--- config.mk ---
export PLATFORM = sky130hd
export DESIGN_NAME = ram_port_arbiter
export DESIGN_NICKNAME = d
export VERILOG_FILES = /design/src/rtl/ram_port_arbiter.sv
export SDC_FILE = /design/constraint.sdc
export NUM_CORES = 1
export LEC_CHECK = 0
export BUFFER_PORTS_ARGS = -buffer_cell sky130_fd_sc_hd__buf_2
export CAP_MARGIN = 10
export CORE_AREA = 2 2 110 112
export CTS_CLUSTER_SIZE = 24
export DETAILED_ROUTE_END_ITERATION = 6
export DIE_AREA = 0 0 112 114
export PLACE_DENSITY = 0.59
export REMOVE_ABC_BUFFERS = 1
export SETUP_SLACK_MARGIN = 0.3
export SLEW_MARGIN = 20
export SYNTH_ARGS = -nofsm -noshare
export SYNTH_HDL_FRONTEND = slang
export SYNTH_SLANG_ARGS = --single-unit
--- constraint.sdc ---
create_clock -name clk_i -period 3.6 [get_ports clk_i]
set_input_delay 0.72 -clock clk_i [delete_from_list [all_inputs] [get_ports clk_i]]
set_output_delay 0.72 -clock clk_i [all_outputs]
set_load 0.02 [all_outputs]
--- src/rtl/ram_port_arbiter.sv ---
// Two-requester OBI-style arbiter onto a single-port RAM with a round-robin priority pointer.
// Each grant enters a fixed-latency response pipeline that routes rvalid/rdata back to its owner.
module ram_port_arbiter #(
  parameter int ADDR_WIDTH   = 22,
  parameter int MEM_AW       = 17,
  parameter int READ_LATENCY = 2
) (
  input  logic                  clk_i,
  input  logic                  rst_ni,

  input  logic                  m0_req_i,
  output logic                  m0_gnt_o,
  input  logic [ADDR_WIDTH-1:0] m0_addr_i,
  input  logic                  m0_we_i,
  input  logic [3:0]            m0_be_i,
  input  logic [31:0]           m0_wdata_i,
  output logic                  m0_rvalid_o,
  output logic [31:0]           m0_rdata_o,

  input  logic                  m1_req_i,
  output logic                  m1_gnt_o,
  input  logic [ADDR_WIDTH-1:0] m1_addr_i,
  input  logic                  m1_we_i,
  input  logic [3:0]            m1_be_i,
  input  logic [31:0]           m1_wdata_i,
  output logic                  m1_rvalid_o,
  output logic [31:0]           m1_rdata_o,

  output logic                  ram_en_o,
  output logic [ADDR_WIDTH-1:0] ram_addr_o,
  output logic                  ram_we_o,
  output logic [3:0]            ram_be_o,
  output logic [31:0]           ram_wdata_o,
  input  logic [31:0]           ram_rdata_i,

  output logic                  oob_o,
  input  logic                  oob_clr_i
);

  localparam int LAST = READ_LATENCY - 1;

  logic                  prio_q;
  logic                  gnt0;
  logic                  gnt1;
  logic                  any_gnt;
  logic [ADDR_WIDTH-1:0] sel_addr;
  logic                  sel_we;
  logic [3:0]            sel_be;
  logic [31:0]           sel_wdata;
  logic                  sel_oob;
  logic                  oob_q;

  logic [READ_LATENCY-1:0] pipe_valid_q;
  logic [READ_LATENCY-1:0] pipe_owner_q;
  logic [READ_LATENCY-1:0] pipe_oob_q;
  logic [READ_LATENCY-1:0] pipe_rd_q;

  // prio_q: 0 favours m0, 1 favours m1; grants are gated off while reset is asserted
  always_comb begin
    gnt0 = 1'b0;
    gnt1 = 1'b0;
    if (rst_ni) begin
      if (m0_req_i && (!m1_req_i || !prio_q)) begin
        gnt0 = 1'b1;
      end else if (m1_req_i) begin
        gnt1 = 1'b1;
      end
    end
  end

  assign any_gnt  = gnt0 | gnt1;
  assign m0_gnt_o = gnt0;
  assign m1_gnt_o = gnt1;

  always_comb begin
    sel_addr  = '0;
    sel_we    = 1'b0;
    sel_be    = 4'b0000;
    sel_wdata = 32'h0;
    if (gnt0) begin
      sel_addr  = m0_addr_i;
      sel_we    = m0_we_i;
      sel_be    = m0_be_i;
      sel_wdata = m0_wdata_i;
    end else if (gnt1) begin
      sel_addr  = m1_addr_i;
      sel_we    = m1_we_i;
      sel_be    = m1_be_i;
      sel_wdata = m1_wdata_i;
    end
  end

  generate
    if (MEM_AW < ADDR_WIDTH) begin : g_oob
      assign sel_oob = any_gnt & (|sel_addr[ADDR_WIDTH-1:MEM_AW]);
    end else begin : g_no_oob
      assign sel_oob = 1'b0;
    end
  endgenerate

  // Out-of-range accesses are still granted and returned, but never strobe the RAM
  assign ram_en_o    = any_gnt & ~sel_oob;
  assign ram_we_o    = sel_we & ~sel_oob;
  assign ram_addr_o  = sel_addr & ~ADDR_WIDTH'(3);
  assign ram_be_o    = sel_be;
  assign ram_wdata_o = sel_wdata;

  always_ff @(posedge clk_i or negedge rst_ni) begin
    if (!rst_ni) begin
      prio_q <= 1'b0;
    end else if (any_gnt) begin
      prio_q <= gnt0;
    end
  end

  always_ff @(posedge clk_i or negedge rst_ni) begin
    if (!rst_ni) begin
      oob_q <= 1'b0;
    end else if (sel_oob) begin
      oob_q <= 1'b1;
    end else if (oob_clr_i) begin
      oob_q <= 1'b0;
    end
  end

  assign oob_o = oob_q;

  always_ff @(posedge clk_i or negedge rst_ni) begin
    if (!rst_ni) begin
      pipe_valid_q <= '0;
      pipe_owner_q <= '0;
      pipe_oob_q   <= '0;
      pipe_rd_q    <= '0;
    end else begin
      for (int i = READ_LATENCY - 1; i > 0; i--) begin
        pipe_valid_q[i] <= pipe_valid_q[i-1];
        pipe_owner_q[i] <= pipe_owner_q[i-1];
        pipe_oob_q[i]   <= pipe_oob_q[i-1];
        pipe_rd_q[i]    <= pipe_rd_q[i-1];
      end
      pipe_valid_q[0] <= any_gnt;
      pipe_owner_q[0] <= gnt1;
      pipe_oob_q[0]   <= sel_oob;
      pipe_rd_q[0]    <= any_gnt & ~sel_we;
    end
  end

  logic data_ok;
  assign data_ok     = pipe_rd_q[LAST] & ~pipe_oob_q[LAST];
  assign m0_rvalid_o = pipe_valid_q[LAST] & ~pipe_owner_q[LAST];
  assign m1_rvalid_o = pipe_valid_q[LAST] &  pipe_owner_q[LAST];
  assign m0_rdata_o  = (m0_rvalid_o && data_ok) ? ram_rdata_i : 32'h0;
  assign m1_rdata_o  = (m1_rvalid_o && data_ok) ? ram_rdata_i : 32'h0;

endmodule

==> results of run 1 <==
per-layer routing:
layer / global-route usage [%] / vias to the layer above / share of wire (%)
met3: 3.61 / 8 / 11
met2: 23.9 / 176 / 54
met4: 2.93 / 0 / 2.4
met1: 10.3 / 1008 / 32
li1: - / 1177 / -
met5: 0 / - / 0
power by group:
| group | switching [mW] | total [mW] | internal, mW |
|---|---|---|---|
| registers | 0.00644 | 0.131 | 0.125 |
| logic | 0.208 | 0.366 | 0.159 |
| clock network | 0.0470 | 0.214 | 0.167 |
| total | 0.261 | 0.711 | 0.450 |
cell families after synthesis:
kind of cell / Yosys count
flops: 10
simple gates: 82
other cells: 1
buf+inv: 23
compound gates: 64
Yosys cell counts (2+ instances only):
cell      number
a21bo_2        2
a22o_1        51
a32oi_1        5
and2_1        65
and3_1         3
and3b_1        2
buf_12         2
buf_2          5
buf_4          4
buf_8          4
clkbuf_1       7
dfrtp_1       10
nand2b_1       2
nor2b_1        5
stage by stage:
stage          cells  instance area [µm²]  worst slack (ns)  power [mW]  hold slack, ns
2_1_floorplan    159                 1360             0.581       0.323           0.331
3_3_place_gp     584                 2940             0.677       0.497           0.336
3_5_place_dp     584                 2940             0.621       0.505           0.335
4_1_cts          588                 3020             0.604       0.720           0.346
5_1_grt          589                 3030             0.501       0.750           0.352
6_report         589                 3030             0.662       0.711           0.345
registers in the layout, indices dropped and copies added (netlist names):
name,flops
pipe_oob_q,2
pipe_owner_q,2
pipe_rd_q,2
pipe_valid_q,2
oob_o,1
prio_q,1
area by class of cell:
type	count	area [µm²]
Fill cell	1289	8680
Clock buffer	4	88.8
Sequential cell	10	250
Inverter	1	3.75
Timing Repair Buffer	278	1390
Antenna cell	1	2.50
Tap cell	147	184
Multi-Input combinational cell	148	1100
path summary, 6_finish.rpt:
kind / slack [ns] / endpoint / from / cells after the start
min in group asynchronous: 0.43 / oob_o$_DFFE_PN0P_ / rst_ni / 1
hold / removal: 0.35 / pipe_valid_q[1]$_DFF_PN0_ / pipe_valid_q[0]$_DFF_PN0_ / 0
setup / recovery: 0.66 / ram_wdata_o[19] / rst_ni / 5
setup reg to reg: 2.30 / pipe_oob_q[0]$_DFF_PN0_ / prio_q$_DFFE_PN0P_ / 4
max in group asynchronous: 2.88 / pipe_rd_q[1]$_DFF_PN0_ / rst_ni / 1
hold reg to reg: 0.35 / pipe_valid_q[1]$_DFF_PN0_ / pipe_valid_q[0]$_DFF_PN0_ / 0
==> results.cfg, run 1 <==
[clock_tree]
ctsLongestPathBuffers = 2
cts_tree = yes
clk_pin_slew_ns = 0.04
clock-sinks = 10
cts_hold_buf = 0
root_buffer = clkbuf_16
clk_latency_ns = 0.23
cts_resized = 0
cts_buffers = 3
cts_setup_buffers = 0
h-tree-depth = 1

[timing]
worstMarginPinSlew_ns = 0.744
setup_viol = 0
slew_viol_final = 0
clock_skew_ns = 0.00287
fin_crit_sh_pct = 81.6
relSlewSlack_pct = 50.4
max_freq_ghz = 0.340
period_minus_slack_ns = 2.94
hold_violations = 0
setup_tns_ns = 0
grt_setup_unrepaired = false

[synth]
synth.largest_area_cell = a22o_1
synth_top_area_share_pct = 29.1
synth_ff_type = dfrtp_1
netlist_instances = 180
synth_mux_area_share_pct = 0
synthDistinctLibCells = 27
synthSimpleGateAreaFrac_pct = 34.5
synth.avg_cell_area_um2 = 8.52
synth_edf_count = 0
synth_top_family_by_area = compound AO/OA/AOI/OAI gates
yosysWarnings = 0
ys_seq_area_share_pct = 16.3
synth_area_um2 = 1530
async_flop_share_pct = 100
synth_adder_area_share_pct = 0
synth-xor-area-share_pct = 0
yosys-top-cells-area = a22o_1, and2_1, dfrtp_1
ys_ff_latch = 10
synth_compound_area_share_pct = 36.9

[power_and_ir_drop]
max-vdd-ir-drop_mv = 0.163
powerDensity_nw_per_um2 = 235
p_leak_nw = 1.93

[grt]
antenna_found_initial = 1
grt_use_total_pct = 11.4
overflow = 0
grt_pass1_wl_mm = 11.3
grt_pass1_vias = 2146
grt_max_degree = 53

[min_path]
hold_class = register to register

[worst_setup_path]
worst-setup-path-type = input pin to primary output
crit_chain = buf_2, and3_2, buf_4, a22o_1, buf_2
critPathArrivalTime_ns = 2.22
crit_path_top_delay_cell = buf_4
slowest_delay_ns = 0.41
cp_top_family = buffers and inverters
cp_data_required_time_ns = 2.88
crit_path_start_kind = input pin
critPathBufInv = 3
cp-end-kind = primary output
crit_fanout = 52
worst_path_most_repeated_cell = buf_2

[floorplanning]
coreArea_um2 = 11700
fp.dieH_um = 114
start_util_pct = 13.1
dieArea_um2 = 12800
ios = 284
rows = 40
die_x_um = 112

[final_layout]
layout-drive-gt1-share_pct = 65.3
mostFrequentLayoutCells = buf_2, and2_1, a22o_1, dfrtp_1
utilization_pct = 25.8
nets = 597
area_growth_pct = 97.3
layout_commonest_cell = buf_2

[route]
wirelength_mm = 8.22
drt-pass1-iter-count = 5
drt_drc_violations_left = 0
vias_per_cell = 4.02
initialDrtViolationCount = 56
vias = 2369
wire_per_inst_um = 14.0
detail-route-antenna-nets = 0

[status]
status = finished clean

[place]
dp_hpwl_mm = 7.52
port_buffers = 277
place_congestion = 0.864

[job]
drv_cap = 0
(Power assumes the default switching activity.)
==> run 2: changes to the inputs <==
CORE_AREA = 2 2 111 113   (was 2 2 110 112)
DIE_AREA = 0 0 113 115   (was 0 0 112 114)
PLACE_DENSITY = 0.6   (was 0.59)
clock period = 2.7 ns   (was 3.6 ns; I/O delays follow)
==> results.cfg, run 2 (same netlist as run 1, synthesis figures left out) <==
[floorplanning]
ios = 284
start_util_pct = 13.0
die_x_um = 113
fp.dieH_um = 115
coreArea_um2 = 11800
dieArea_um2 = 13000
rows = 40

[grt]
overflow = 0
antenna_found_initial = 1
grt_use_total_pct = 12.5
grt_max_degree = 53
grt_pass1_wl_mm = 12.2
grt_pass1_vias = 2069

[timing]
slew_viol_final = 0
fin_crit_sh_pct = 85.2
grt_setup_unrepaired = false
hold_violations = 0
fin_ws_ns = 0.399
max_freq_ghz = 0.435
period_minus_slack_ns = 2.30
setup_viol = 0
setup_tns_ns = 0
clock_skew_ns = 0.00137

[worst_setup_path]
worst_path_most_repeated_cell = buf_2
crit_fanout = 10
slowest_delay_ns = 0.21
cp-end-kind = primary output
crit_chain = buf_2, a21boi_4, buf_12, a32oi_1, a21bo_2, and4_1, buf_2
cp_top_family = buffers and inverters
crit_path_start_kind = input pin
critPathBufInv = 3
critPathArrivalTime_ns = 1.76
cp_data_required_time_ns = 2.16
crit_path_top_delay_cell = a21bo_2
worst-setup-path-type = input pin to primary output

[route]
wire_per_inst_um = 15.7
vias_per_cell = 4.06
wirelength_mm = 9.32
vias = 2418
drt-pass1-iter-count = 7
drt_drc_violations_left = 19
initialDrtViolationCount = 60
detail-route-antenna-nets = 0

[final_layout]
mostFrequentLayoutCells = buf_2, and2_1, a22o_1, dfrtp_1
area_growth_pct = 103
nets = 604
layout_commonest_cell = buf_2
fillCellCount = 1335
layout-drive-gt1-share_pct = 66.1
n_antenna_cell = 0

[power_and_ir_drop]
power.total_uw = 978
powerDensity_nw_per_um2 = 314
p_leak_nw = 1.97
max-vdd-ir-drop_mv = 0.165

[job]
drv_cap = 0

[place]
port_buffers = 277
dp_hpwl_mm = 8.36
place_congestion = 0.785
place_ws_ns = 0.314

[clock_tree]
cts_tree = yes
cts_buffers = 3
root_buffer = clkbuf_16
h-tree-depth = 1
clk_latency_ns = 0.23
clk_pin_slew_ns = 0.04
ctsLongestPathBuffers = 2
cts_hold_buf = 0
clock-sinks = 10

[min_path]
hold_class = input pin to async pin

[status]
status = finished, violations left
violations = design-rule violations
==> run 2: routing by layer <==
layer	track usage [%]	vias to the layer above	wire, µm
met4	0.976	2	19
met3	4.69	4	1080
met2	25.8	170	5050
li1	-	1190	-
met5	0	-	13
met1	12.1	1052	3150
==> run 2: worst paths after layout <==
kind	startpoint	to	slack, ns	cells past startpoint
hold / removal	rst_ni	prio_q$_DFFE_PN0P_	0.18	1
setup reg to reg	prio_q$_DFFE_PN0P_	oob_o$_DFFE_PN0P_	1.40	4
max in group asynchronous	rst_ni	pipe_rd_q[1]$_DFF_PN0_	2.10	2
hold reg to reg	pipe_valid_q[0]$_DFF_PN0_	pipe_valid_q[1]$_DFF_PN0_	0.34	0
setup / recovery	m1_req_i	ram_en_o	0.40	7
min in group clk_i	pipe_valid_q[0]$_DFF_PN0_	pipe_valid_q[1]$_DFF_PN0_	0.34	0
==> run 2: worst reg2reg max path, stage by stage, from the launching register on <==
cell and delay, ns:
dfrtp_1 0.43, nand2b_4 0.20, a32oi_1 0.24, a21bo_2 0.21, nand4_1 0.09
==> run 2: layout make-up <==
type	instances	area [µm²]	share of cell area (%)
Clock buffer	4	88.8	2.85
Inverter	1	3.75	0.120
Multi-Input combinational cell	149	1110	35.7
Sequential cell	10	250	8.03
Tap cell	147	184	5.90
Timing Repair Buffer	284	1480	47.4
==> run 2: through the flow <==
step	hold WS, ns	cell area (µm²)	instances	utilization [%]
final	0.177	3120	595	26.4
after floorplan	0.244	1360	159	-
after global placement	0.332	3000	589	25.4
after global routing	0.183	3120	595	26.4
after CTS	0.165	3090	593	26.1
after detailed placement	0.335	3000	589	25.4
==> run 2: report_power, final <==
| group | internal [mW] | total, mW | switching, mW |
|---|---|---|---|
| logic | 0.228 | 0.514 | 0.286 |
| clock network | 0.222 | 0.289 | 0.0663 |
| registers | 0.166 | 0.176 | 0.00918 |
==> run 2: repair_timing <==
action                     in CTS  in global routing
setup buffers                   0                  1
setup endpoints to repair       0                 65
resized for setup               0                  1
